**config.mk**
```make
export PLATFORM = sky130hd
export DESIGN_NAME = fnd_decimal_display
export DESIGN_NICKNAME = d
export VERILOG_FILES = /design/src/rtl/fnd_decimal_display.sv
export SDC_FILE = /design/constraint.sdc
export NUM_CORES = 1
export LEC_CHECK = 0
export BUFFER_PORTS_ARGS = -buffer_cell sky130_fd_sc_hd__clkbuf_2
export CORE_ASPECT_RATIO = 0.8
export CORE_MARGIN = 2
export CORE_UTILIZATION = 25
export CTS_BUF_LIST = sky130_fd_sc_hd__clkbuf_8
export CTS_CLUSTER_SIZE = 30
export DETAILED_ROUTE_END_ITERATION = 8
export PLACE_DENSITY_LB_ADDON = 0.25
export REMOVE_ABC_BUFFERS = 1
export SKIP_LAST_GASP = 1
export SYNTH_ARGS = -nofsm -noshare
export SYNTH_HDL_FRONTEND = slang
export SYNTH_SLANG_ARGS = --single-unit
```
**constraint.sdc**
```tcl
create_clock -name fnd_clk -period 4.85 [get_ports fnd_clk]
set_input_delay 0.97 -clock fnd_clk [delete_from_list [all_inputs] [get_ports fnd_clk]]
set_output_delay 0.97 -clock fnd_clk [all_outputs]
set_load 0.05 [all_outputs]
```
**src/rtl/fnd_decimal_display.sv**
```systemverilog
// Signed binary to multiplexed seven-segment decimal display: a sequential double-dabble
// converter feeds an atomically committed digit buffer that is scanned continuously.
module fnd_decimal_display #(
  parameter int WIDTH    = 32,
  parameter int DIGITS   = 6,
  parameter int SCAN_DIV = 1
) (
  input  logic              fnd_clk,
  input  logic              rst,
  input  logic              load,
  input  logic [WIDTH-1:0]  value,
  output logic              busy,
  output logic [DIGITS-1:0] fnd_s,
  output logic [7:0]        fnd_d
);

  localparam int BCD_DIG = (WIDTH * 301) / 1000 + 1;
  localparam int BCD_W   = 4 * BCD_DIG;
  localparam int MAXN    = (BCD_DIG > DIGITS + 1) ? BCD_DIG : DIGITS + 1;
  localparam int SC_W    = $clog2(WIDTH + 1);
  localparam int IDX_W   = $clog2(DIGITS);
  localparam int CNT_W   = (SCAN_DIV > 1) ? $clog2(SCAN_DIV) : 1;

  typedef enum logic [1:0] {S_IDLE, S_ABS, S_SHIFT, S_COMMIT} state_e;

  function automatic logic [7:0] seg7(input logic [3:0] d);
    case (d)
      4'd0:    seg7 = 8'h3F;
      4'd1:    seg7 = 8'h06;
      4'd2:    seg7 = 8'h5B;
      4'd3:    seg7 = 8'h4F;
      4'd4:    seg7 = 8'h66;
      4'd5:    seg7 = 8'h6D;
      4'd6:    seg7 = 8'h7D;
      4'd7:    seg7 = 8'h07;
      4'd8:    seg7 = 8'h7F;
      4'd9:    seg7 = 8'h6F;
      default: seg7 = 8'h00;
    endcase
  endfunction

  state_e             state_q, state_d;
  logic               busy_q, busy_d;
  logic [WIDTH-1:0]   val_q, val_d;
  logic               sign_q, sign_d;
  logic [WIDTH-1:0]   mag_q, mag_d;
  logic [BCD_W-1:0]   bcd_q, bcd_d;
  logic [SC_W-1:0]    sc_q, sc_d;
  logic [7:0]         disp_q [DIGITS];
  logic [7:0]         disp_d [DIGITS];
  logic [IDX_W-1:0]   idx_q, idx_d;
  logic [CNT_W-1:0]   cnt_q, cnt_d;
  logic [DIGITS-1:0]  fnd_s_q, fnd_s_d;
  logic [7:0]         fnd_d_q, fnd_d_d;

  logic [BCD_W-1:0]   bcd_adj;
  logic [4*MAXN-1:0]  bcd_ext;
  logic [7:0]         disp_new [DIGITS];
  logic               ovf;
  int                 msn;

  // Formatting of the finished BCD result; only consumed in COMMIT.
  always_comb begin
    // NOTE: every always_comb output gets a default first so no path can infer a latch.
    ovf     = 1'b0;
    msn     = 0;
    bcd_ext = '0;
    bcd_ext[BCD_W-1:0] = bcd_q;
    for (int i = 0; i < BCD_DIG; i++) begin
      if (bcd_q[4*i +: 4] != 4'd0) begin
        msn = i;
        if (i >= DIGITS || (sign_q && i >= DIGITS - 1)) ovf = 1'b1;
      end
    end
    for (int d = 0; d < DIGITS; d++) begin
      disp_new[d] = 8'h00;
      if (ovf) begin
        if (d == 2)      disp_new[d] = 8'h79;
        else if (d < 2)  disp_new[d] = 8'h50;
      end else if (d <= msn) begin
        disp_new[d] = seg7(bcd_ext[4*d +: 4]);
      end else if (sign_q && d == msn + 1) begin
        disp_new[d] = 8'h40;
      end
    end
  end

  always_comb begin
    bcd_adj = bcd_q;
    for (int i = 0; i < BCD_DIG; i++)
      if (bcd_q[4*i +: 4] >= 4'd5) bcd_adj[4*i +: 4] = bcd_q[4*i +: 4] + 4'd3;
  end

  always_comb begin
    state_d = state_q;
    busy_d  = busy_q;
    val_d   = val_q;
    sign_d  = sign_q;
    mag_d   = mag_q;
    bcd_d   = bcd_q;
    sc_d    = sc_q;
    disp_d  = disp_q;
    case (state_q)
      S_IDLE: if (load) begin
        val_d   = value;
        busy_d  = 1'b1;
        state_d = S_ABS;
      end
      S_ABS: begin
        sign_d  = val_q[WIDTH-1];
        mag_d   = val_q[WIDTH-1] ? (~val_q + 1'b1) : val_q;
        bcd_d   = '0;
        sc_d    = '0;
        state_d = S_SHIFT;
      end
      S_SHIFT: begin
        bcd_d = {bcd_adj[BCD_W-2:0], mag_q[WIDTH-1]};
        mag_d = {mag_q[WIDTH-2:0], 1'b0};
        sc_d  = sc_q + 1'b1;
        if (sc_q == SC_W'(WIDTH - 1)) state_d = S_COMMIT;
      end
      S_COMMIT: begin
        disp_d  = disp_new;
        busy_d  = 1'b0;
        state_d = S_IDLE;
      end
      default: state_d = S_IDLE;
    endcase
  end

  // Select and segment data are registered from the same idx so they can never disagree.
  always_comb begin
    fnd_s_d = ~(DIGITS'(1) << idx_q);
    fnd_d_d = disp_q[idx_q];
    idx_d   = idx_q;
    cnt_d   = cnt_q + 1'b1;
    if (cnt_q == CNT_W'(SCAN_DIV - 1)) begin
      cnt_d = '0;
      idx_d = (idx_q == IDX_W'(DIGITS - 1)) ? '0 : idx_q + 1'b1;
    end
  end

  always_ff @(posedge fnd_clk or negedge rst) begin
    if (!rst) begin
      state_q <= S_IDLE;
      busy_q  <= 1'b0;
      val_q   <= '0;
      sign_q  <= 1'b0;
      mag_q   <= '0;
      bcd_q   <= '0;
      sc_q    <= '0;
      idx_q   <= '0;
      cnt_q   <= '0;
      fnd_s_q <= '1;
      fnd_d_q <= 8'h00;
      // NOTE: the digit buffer is a handful of flops with a defined power-up image, so it is reset.
      for (int d = 0; d < DIGITS; d++) disp_q[d] <= (d == 0) ? 8'h3F : 8'h00;
    end else begin
      // NOTE: state uses non-blocking assignments so every flop samples pre-edge values.
      state_q <= state_d;
      busy_q  <= busy_d;
      val_q   <= val_d;
      sign_q  <= sign_d;
      mag_q   <= mag_d;
      bcd_q   <= bcd_d;
      sc_q    <= sc_d;
      idx_q   <= idx_d;
      cnt_q   <= cnt_d;
      fnd_s_q <= fnd_s_d;
      fnd_d_q <= fnd_d_d;
      disp_q  <= disp_d;
    end
  end

  assign busy  = busy_q;
  assign fnd_s = fnd_s_q;
  assign fnd_d = fnd_d_q;

endmodule

```
==> impl_metrics.toml, run 1 <==
[outcome]
status = "finished, final reports clean"

[timing]
timing.slew.headroom_pct = 33.7
hold_viol = 0
totalNegativeSetupSlack_ps = 0
fin_ws_ps = 1860
finalSetupViolations = 0
maxClockFrequency_mhz = 334
period_share_pct = 61.7
finalMaxSlewViolations = 0
worst_pin_slew_ps = 994
skew_ps = 11.7
grt_setup_unrepaired = "false"
period_minus_slack_ps = 2990

[cts]
cts.reportedPaths.clkPinSlew_ps = 90
cts_buffers = 17
clock_path_buffers = 2
insertion_delay_ps = 490
holdBufCountCts = 0
root_buffer = "sky130_fd_sc_hd__clkbuf_8"
cts_tree = "built"
postCtsResizedCells = 0
cts.sink_count = 172
ctsHtreeMaxLevel = 4
postCtsSetupRepairBufs = 0

[global_route]
grt_use_total_pct = 11.8
antenna_found_initial = 0
grt_overflow_total = 0
grt_pass1_vias = 7210
grt_pass1_wl_um = 38600
grt_start_max_net_pins = 90

[critical_path]
timing.setup.critical_path_class = "register to register"
slowest_delay_ps = 720
wp_depth = 7
endpoint_kind = "register"
critPathMaxFanout = 20
timing.critical_path.slowest_stage_cell = "sky130_fd_sc_hd__and3_1"
critical-path-top-delay-family = "simple AND/OR/NAND/NOR gates"
worst-endpoint-required_ps = 5240
cp_data_arrival_time_ps = 3380
cp-start-kind = "register"
path_buf_inv = 1
critical_path.cell_chain = "inv_1 -> ha_1 -> or3b_1 -> nor4_4 -> and3_1 -> o211ai_1 -> o221ai_1"
rr_worst_depth = 7

[synthesis]
synth_warnings = 0
synth_seq_area_share_pct = 44.8
ys_async_rst_share_pct = 100
synth_cells = 1005
syn-cell-area_mm2 = 0.00964
synth_ff_type = "sky130_fd_sc_hd__dfrtp_1"
seq_cells_post_synth = 172
synth_area_per_cell_um2 = 9.59
synth-edff-count = 0
netlist-cell-type-count = 61

[floorplanning]
floorplan.initialDensity_pct = 25.3
die_span_in_x_um = 224
design.die.area_mm2 = 0.0401
design.core.area_mm2 = 0.0381
boundaryPins = 50
placementRows = 64
chipHeight_um = 180

[finish]
num-nets-final = 1103
area.growth.synth_to_final_pct = 12.1
finalCoreUtilization_pct = 28.4
layout.cells.most_common_list = "sky130_fd_sc_hd__dfrtp_1, sky130_fd_sc_hd__o21ai_0, sky130_fd_sc_hd__nand2_1"
final_common_cell = "sky130_fd_sc_hd__dfrtp_1"
final_cell_count_no_fill = 1530
post-route-cell-area_mm2 = 0.0108
diodes = 0
post_route_cells_drive_above_1_share_pct = 15.8

[detailed_routing]
first_pass_iters = 4
ant_nets = 0
vias = 7262
route.detailed.vias_per_inst = 4.75
drt_iter0_markers = 486
postRouteWirelength_um = 22500
post-route-drc-count = 0
wl_per_cell_um = 14.7

[hold_path]
min_delay_path_depth = 1
worst_hold_path_type = "register to register"

[placed_design]
dp_worst_setup_slack_ps = 1880
post_dp_cell_area_mm2 = 0.0104
half_perimeter_wire_length_after_placement_um = 15400
post-place-cells = 1498
place.port_buffers = 48
final_weighted_congestion_in_routability_driven_placement = 0.746

[run]
maxCapViolCount = 0

[pwr]
maximum_vdd_drop_mv = 0.291
p_leak_nw = 4.59
power_density_mw_per_mm2 = 516
-- stage by stage --
step | hold slack (ps) | total power [mW]
floorplan | 451 | 3.81
global placement | 474 | 4.45
detailed placement | 475 | 4.48
CTS | 490 | 5.66
global route | 505 | 6.05
finish | 490 | 5.58
-- final cells by class --
cell class	count	area, um^2
fillers	4083	27300
multi-input cells	705	4840
flip-flops and latches	172	4320
well taps	495	619
repair buffers	54	304
clock buffers	21	289
inverters	72	270
clock inverters	11	164
-- synth_stat cells, drive strengths merged, types with 4 or more instances --
| library cell | instances | share of area (%) |
|---|---|---|
| or3b | 6 | 0.55 |
| nor3b | 8 | 0.62 |
| dfstp | 12 | 3.3 |
| a31oi | 15 | 1.0 |
| a21oi | 77 | 4.0 |
| o21ai | 106 | 5.5 |
| or3 | 5 | 0.32 |
| mux4 | 7 | 1.6 |
| o32ai | 9 | 0.82 |
| o2bb2ai | 21 | 1.9 |
| nor4 | 7 | 0.96 |
| nand3b | 5 | 0.43 |
| nand3 | 14 | 0.73 |
| mux2 | 41 | 4.8 |
| dfrtp | 160 | 42 |
| inv | 68 | 2.6 |
| xor2 | 25 | 2.3 |
| nor3 | 10 | 0.52 |
| nand2b | 25 | 1.6 |
| nor2b | 7 | 0.45 |
| nand2 | 87 | 3.4 |
| xnor2 | 19 | 1.7 |
| clkbuf | 44 | 1.7 |
| mux2i | 13 | 1.4 |
| o31ai | 7 | 0.55 |
| nor2 | 63 | 2.5 |
| nand4 | 4 | 0.26 |
| o41ai | 12 | 1.2 |
| buf | 12 | 0.58 |
| clkinv | 4 | 0.16 |
| and3 | 8 | 0.52 |
| o22ai | 31 | 2.0 |
| ha | 46 | 6.0 |
-- sequential cells by signal (all words and copies together), names as in the netlist --
name     count
disp_q      42
bcd_ext     40
mag_q       32
val_q       32
fnd_d        7
fnd_s        6
sc_q         6
idx_q        3
state_q      2
busy         1
sign_q       1
-- final timing paths --
path,start,endpoint,slack (ps)
worst max-delay path,bcd_ext[24],disp_q[6],1860
worst min-delay path,disp_q[45],disp_q[45],490
min in group asynchronous,rst,idx_q[0],550
worst min register to register,disp_q[45],disp_q[45],490
max in group asynchronous,rst,state_q[0],3240
worst max register to register,bcd_ext[24],disp_q[6],1860
-- layer usage --
metal	vias to the layer above	share of wire, %	GRT usage, %
met5	-	0	0
met3	19	3.4	2.45
met2	116	43	17.2
met4	0	1.4	3.57
li1	3594	-	-
met1	3533	53	17.5
-- cells by family (layout without fill, tap and decap cells) --
kind of cell             count (synthesis)  count (layout)  share of synthesized area, %
AO/OA/AOI/OAI                          297             297                          18.9
other                                    1               1                        0.0389
AND/OR/NAND/NOR                        256             256                          13.4
flip-flops                             172             172                          44.8
XOR/XNOR                                44              44                          4.00
buffers and inverters                  128             158                          5.10
multiplexers                            61              61                          7.78
adder cells (fa/ha/maj)                 46              46                          5.97
-- where the power goes --
part / internal (mW) / switching [mW]
Sequential: 1.87 / 0.369
Clock: 0.613 / 0.552
Combinational: 0.860 / 1.32
(Power assumes the default switching activity.)
==> run 2, diff against run 1 <==
--- a/config.mk
+++ b/config.mk
@@ -5,6 +5,7 @@
 export SDC_FILE = /design/constraint.sdc
 export NUM_CORES = 1
 export LEC_CHECK = 0
+export ABC_AREA = 1
 export BUFFER_PORTS_ARGS = -buffer_cell sky130_fd_sc_hd__clkbuf_2
 export CORE_ASPECT_RATIO = 0.8
 export CORE_MARGIN = 2
==> constraint.sdc (replaced) <==
create_clock -name fnd_clk -period 2.6 [get_ports fnd_clk]
set_input_delay 0.52 -clock fnd_clk [delete_from_list [all_inputs] [get_ports fnd_clk]]
set_output_delay 0.52 -clock fnd_clk [all_outputs]
set_load 0.05 [all_outputs]
==> run 2 against run 1 <==
- highest routed layer unchanged
- maximum frequency is 40% higher
- via count rose by 9.1%
- flip-flop and latch count unchanged
- worst setup slack got worse by 1400 ps
- routed wire length rose by 8.0%
- core utilization grew 0.48 points
- combinational power rose by 140%
- hold slack worse by 270 ps
- synthesized cell count is 17% higher
==> impl_metrics.toml, run 2 <==
[pwr]
power_density_mw_per_mm2 = 1060
p_leak_nw = 5.09
post-layout-total-power_mw = 11.7
maximum_vdd_drop_mv = 0.802

[cts]
root_buffer = "sky130_fd_sc_hd__clkbuf_8"
cts.reportedPaths.clkPinSlew_ps = 100
insertion_delay_ps = 490
cts_buffers = 17
ctsHtreeMaxLevel = 4
cts_tree = "built"
clock_path_buffers = 2
cts.sink_count = 172
postCtsResizedCells = 0

[synthesis]
synth_top_family_by_area = "simple AND/OR/NAND/NOR gates"
post_synth_mux_area_share_pct = 0
synth_most_common_cell = "sky130_fd_sc_hd__nand2_1"
seq_cells_post_synth = 172
post_synth_xor_area_fraction_pct = 2.00
netlist-cell-type-count = 56
synth_area_per_cell_um2 = 8.21
synth_cells = 1176
synth_ff_type = "sky130_fd_sc_hd__dfrtp_1"
synth_adder_area_share_pct = 5.96
biggest_area_consumer_among_synthesized_cells = "sky130_fd_sc_hd__dfrtp_1"
synth_top_area_share_pct = 41.5
synth_top_cells_by_count = "sky130_fd_sc_hd__nand2_1, sky130_fd_sc_hd__dfrtp_1, sky130_fd_sc_hd__inv_1, sky130_fd_sc_hd__nor2_1, sky130_fd_sc_hd__o21ai_0"
compound_gate_fraction_of_synth_area_pct = 18.1
synth-edff-count = 0
basic_gate_share_of_the_synthesized_area_counting_and_or_nand_and_nor_cells_pct = 21.3
synth_warnings = 0
ys_async_rst_share_pct = 100
synth_top_cells_by_area = "sky130_fd_sc_hd__dfrtp_1, sky130_fd_sc_hd__nand2_1, sky130_fd_sc_hd__ha_1, sky130_fd_sc_hd__inv_1, sky130_fd_sc_hd__o21ai_0"
synth_seq_area_share_pct = 44.7
syn-cell-area_mm2 = 0.00966

[detailed_routing]
wl_per_cell_um = 14.0
postRouteWirelength_um = 24300
drt_iter0_markers = 500
route.detailed.vias_per_inst = 4.57
vias = 7925
ant_nets = 0
first_pass_iters = 7
post-route-drc-count = 0

[floorplanning]
chipHeight_um = 180
placementRows = 64
floorplan.initialDensity_pct = 25.3
boundaryPins = 50
design.core.area_mm2 = 0.0382
design.die.area_mm2 = 0.0402
die_span_in_x_um = 224

[timing]
timing.slew.headroom_pct = 56.0
period_minus_slack_ps = 2130
grt_setup_unrepaired = "false"
hold_viol = 0
worst_pin_slew_ps = 654
maxClockFrequency_mhz = 470
finalMaxSlewViolations = 0
finalSetupViolations = 0
period_share_pct = 81.9
skew_ps = 16.4
fin_ws_ps = 471

[finish]
post-route-cell-area_mm2 = 0.0110
post_route_cells_drive_above_1_share_pct = 14.5
diodes = 0
max_ffs_per_register = 42
layout.cells.most_common_list = "sky130_fd_sc_hd__nand2_1, sky130_fd_sc_hd__dfrtp_1, sky130_fd_sc_hd__inv_1"
num-nets-final = 1306
final_common_cell = "sky130_fd_sc_hd__nand2_1"
filler_cell_count = 4081
area.growth.synth_to_final_pct = 14.1
registers.top_by_ff_count = "disp_q"

[outcome]
status = "finished, final reports clean"

[critical_path]
cp-start-kind = "register"
critical_path.cell_chain = "inv_1 -> ha_1 -> nand2_4 -> nor2_4 -> nor2_1 -> nor3_4 -> inv_2 -> nor3_2 -> nand3_1 -> nand2_1"
timing.critical_path.slowest_stage_cell = "sky130_fd_sc_hd__dfrtp_1"
critical-path-top-delay-family = "simple AND/OR/NAND/NOR gates"
timing.setup.critical_path_class = "register to register"
endpoint_kind = "register"
path_buf_inv = 2
cp_data_arrival_time_ps = 2540
worst-endpoint-required_ps = 3010
critPathMaxFanout = 6
slowest_delay_ps = 460

[placed_design]
final_weighted_congestion_in_routability_driven_placement = 0.809
place.port_buffers = 48
half_perimeter_wire_length_after_placement_um = 17700
post_dp_cell_area_mm2 = 0.0105
dp_worst_setup_slack_ps = 515

[hold_path]
worst_hold_path_type = "primary input to register"

[global_route]
grt_overflow_total = 0
grt_pass1_wl_um = 41300
grt_pass1_vias = 7847
antenna_found_initial = 0
grt_use_total_pct = 12.8
grt_start_max_net_pins = 49

[run]
maxCapViolCount = 0
==> run 2: changes by cell type after synthesis, sizes merged, moves of 13 or more <==
cell	previous run	this run
mux2i	13	0
nand3	14	67
a21oi	77	41
o221ai	2	16
nand2b	25	0
o2bb2ai	21	0
xnor2	19	0
nor2	63	107
a22oi	1	15
o211ai	2	19
inv	68	147
nand2	87	263
mux2	41	0
clkbuf	44	27
==> run 2: final timing paths <==
check	from	to	slack, ps	depth (start not counted)
max	bcd_ext[20]	disp_q[35]	470	10
min	value[19]	val_q[19]	220	3
max reg2reg	bcd_ext[20]	disp_q[35]	470	10
min reg2reg	mag_q[22]	mag_q[23]	480	2
max in group asynchronous	rst	fnd_s[0]	1380	3
min in group asynchronous	rst	bcd_ext[22]	530	2
==> run 2: layer usage <==
layer / global-route usage (%) / up-vias / wire length [um]
li1: - / 4017 / -
met1: 19.3 / 3740 / 13400
met2: 18.4 / 145 / 9830
met3: 2.16 / 23 / 729
met4: 3.81 / 0 / 340
met5: 0 / - / 0
==> run 2: area by class of cell <==
type                    instances  area, um^2  area share (%)
multi-input cells             811        4580            41.6
well taps                     495         619            5.62
repair buffers                 68         449            4.08
clock buffers                  21         289            2.62
inverters                     155         589            5.35
clock inverters                11         166            1.51
flip-flops and latches        172        4320            39.2
==> run 2: kinds of logic after synthesis <==
kind of cell / count (synthesis)
AND/OR/NAND/NOR: 466
AO/OA/AOI/OAI: 276
buffers and inverters: 193
flip-flops: 172
adder cells (fa/ha/maj): 46
XOR/XNOR: 22
other: 1
==> run 2: timing repair <==
action                                 CTS  global route
buffers inserted                         0             0
endpoints found under the hold margin   30             0
hold buffers                             1             0
==> run 2: worst reg2reg max path, cell delays in order, from the launching register on <==
cell                      delay [ps]
sky130_fd_sc_hd__dfrtp_1         460
sky130_fd_sc_hd__inv_1           170
sky130_fd_sc_hd__ha_1            220
sky130_fd_sc_hd__nand2_4          70
sky130_fd_sc_hd__nor2_4          120
sky130_fd_sc_hd__nor2_1           90
sky130_fd_sc_hd__nor3_4          290
sky130_fd_sc_hd__inv_2           110
sky130_fd_sc_hd__nor3_2          260
sky130_fd_sc_hd__nand3_1         190
sky130_fd_sc_hd__nand2_1          90
==> run 2: through the flow <==
| stage | setup TNS [ps] | hold WS (ps) | utilization [%] | instances |
|---|---|---|---|---|
| 6_report | 0 | 217 | 28.8 | 1733 |
| 5_1_grt | 0 | 200 | 28.8 | 1733 |
| 4_1_cts | 0 | 175 | 28.8 | 1733 |
| 3_5_place_dp | 0 | 471 | 27.6 | 1700 |
| 3_3_place_gp | 0 | 465 | 27.6 | 1700 |
| 2_1_floorplan | -36760 | 224 | - | 1138 |
==> run 2: where the power goes <==
part	internal (mW)	leakage, nW	switching, mW
logic	1.75	2.66	3.59
registers	3.61	2.20	0.552
clock network	1.15	0.235	1.03
total	6.51	5.09	5.18
==> run 3, diff against run 2 <==
==> constraint.sdc (replaced) <==
create_clock -name fnd_clk -period 2 [get_ports fnd_clk]
set_input_delay 0.4 -clock fnd_clk [delete_from_list [all_inputs] [get_ports fnd_clk]]
set_output_delay 0.4 -clock fnd_clk [all_outputs]
set_load 0.05 [all_outputs]
==> run 3 against run 2 <==
- hold slack worse by 140 ps
- critical path depth up 3
- largest cell class unchanged
- sequential power increased by 30%
- global-route usage grew 0.16 points
- largest power group unchanged
- clock power up 30%
- maximum frequency grew 8.8%
- non-clock buffer count grew 64
- via count up 2.2%
==> impl_metrics.toml, run 3 (synthesis gave the netlist of run 2 again) <==
[outcome]
status = "finished, final reports clean"

[finish]
diodes = 0
max_ffs_per_register = 42
finalCoreUtilization_pct = 30.5
post-route-cell-area_mm2 = 0.0117
num-nets-final = 1370
registers.top_by_ff_count = "disp_q"
final_cell_count_no_fill = 1797
final_common_cell = "sky130_fd_sc_hd__nand2_1"
seq_area_mm2 = 0.00432
area.growth.synth_to_final_pct = 20.7
post_route_cells_drive_above_1_share_pct = 21.3
filler_cell_count = 4042
layout.cells.most_common_list = "sky130_fd_sc_hd__nand2_1, sky130_fd_sc_hd__dfrtp_1, sky130_fd_sc_hd__inv_1"
multi_input_area_mm2 = 0.00472

[timing]
finalMaxSlewViolations = 0
finalSetupViolations = 0
period_share_pct = 97.8
hold_viol = 0
grt_setup_unrepaired = "true"
worst_pin_slew_ps = 574
skew_ps = 18.5
totalNegativeSetupSlack_ps = 0
timing.slew.headroom_pct = 61.6
maxClockFrequency_mhz = 511
period_minus_slack_ps = 1960

[pwr]
share_clk_of_total_power_pct = 17.9
post-layout-total-power_mw = 15.9
netSwitchingFraction_pct = 44.4
power.share.combinational_pct = 48.0
power_density_mw_per_mm2 = 1360
net_switching_power_of_the_design_mw = 7.04
maximum_vdd_drop_mv = 1.11
p_leak_nw = 5.41
internal_power_mw = 8.83
seqPwrFrac_pct = 34.1

[floorplanning]
design.die.area_mm2 = 0.0402
floorplan.initialDensity_pct = 25.3
chipHeight_um = 180
die_span_in_x_um = 224
placementRows = 64
boundaryPins = 50
design.core.area_mm2 = 0.0382

[placed_design]
final_weighted_congestion_in_routability_driven_placement = 0.792
post-place-cells = 1754
place.port_buffers = 48
post_dp_cell_area_mm2 = 0.0110
half_perimeter_wire_length_after_placement_um = 17900

[global_route]
grt_use_total_pct = 12.9
grt_overflow_total = 0
grt_pass1_wl_um = 41900
antenna_found_initial = 0
grt_pass1_vias = 8032
grt_start_max_net_pins = 63

[critical_path]
cp_data_arrival_time_ps = 2400
timing.setup.critical_path_class = "register to register"
worst-endpoint-required_ps = 2440
cp-start-kind = "register"
endpoint_kind = "register"
critPathMaxFanout = 4

[run]
maxCapViolCount = 0

[detailed_routing]
wl_per_cell_um = 13.8
vias = 8101
post-route-drc-count = 0
postRouteWirelength_um = 24800
ant_nets = 0
route.detailed.vias_per_inst = 4.51
drt_iter0_markers = 557
first_pass_iters = 5

[cts]
root_buffer = "sky130_fd_sc_hd__clkbuf_8"
cts.reportedPaths.clkPinSlew_ps = 100
cts_buffers = 17
cts.sink_count = 172
insertion_delay_ps = 510
cts_tree = "built"
clock_path_buffers = 2
ctsHtreeMaxLevel = 4

[hold_path]
worst_hold_path_type = "primary input to register"
## run 3: metal layers
metal | global-route usage (%) | up-vias | routed length (um)
met5 | 0 | - | 0
met2 | 18.7 | 158 | 10300
met1 | 19.4 | 3791 | 13300
met3 | 2.60 | 17 | 967
li1 | - | 4135 | -
met4 | 3.25 | 0 | 221
## run 3: worst max-delay path, stage by stage, from the launching register on
cell	delay, ps
sky130_fd_sc_hd__dfrtp_1	420
sky130_fd_sc_hd__inv_2	90
sky130_fd_sc_hd__ha_4	130
sky130_fd_sc_hd__inv_2	40
sky130_fd_sc_hd__nor2_4	100
sky130_fd_sc_hd__nand2_2	80
sky130_fd_sc_hd__nor2_4	120
sky130_fd_sc_hd__inv_2	60
sky130_fd_sc_hd__nor3_4	240
sky130_fd_sc_hd__buf_4	160
sky130_fd_sc_hd__inv_2	60
sky130_fd_sc_hd__nor3_4	210
sky130_fd_sc_hd__nand3_2	130
sky130_fd_sc_hd__nand2_1	70
## run 3: power groups by stage
stage | sequential [mW] | clock, mW | combinational, mW
after CTS | 5.39 | 2.94 | 7.34
after global placement | 5.44 | 0 | 7.26
after global routing | 5.56 | 3.07 | 8.60
after floorplan | 5.60 | 0 | 4.55
after detailed placement | 5.45 | 0 | 7.32
final | 5.42 | 2.84 | 7.62
## run 3: through the flow
step | hold slack [ps] | setup slack, ps
2_1_floorplan | 104 | -1590
3_3_place_gp | 300 | 76.1
3_5_place_dp | 300 | 40.7
4_1_cts | 45.7 | 10.0
5_1_grt | 49.7 | -77.0
6_report | 77.2 | 43.8
## run 3: cell type report
cell class,instances,area share (%)
timing repair buffer,132,8.14
clock buffer,19,2.24
sequential,172,37.0
tap,495,5.31
inverter,155,5.13
clock inverter,13,1.61
multi-input combinational,811,40.5
## run 3: what timing repair did
| item | in CTS | in global routing |
|---|---|---|
| gates resized for setup | 0 | 48 |
| buffers inserted | 0 | 10 |
| hold buffers | 1 | 0 |
| setup endpoints to repair | 0 | 46 |
| hold endpoints to repair | 16 | 0 |
## run 3: path summary, 6_finish.rpt
check,to,startpoint,cells past startpoint,slack (ps)
max in group asynchronous,disp_q[42],rst,3,1000
min in group asynchronous,disp_q[2],rst,2,330
worst min-delay path,val_q[8],value[8],3,80
worst max-delay path,disp_q[33],bcd_ext[36],13,40
worst min register to register,disp_q[42],disp_q[42],2,480
worst max register to register,disp_q[33],bcd_ext[36],13,40
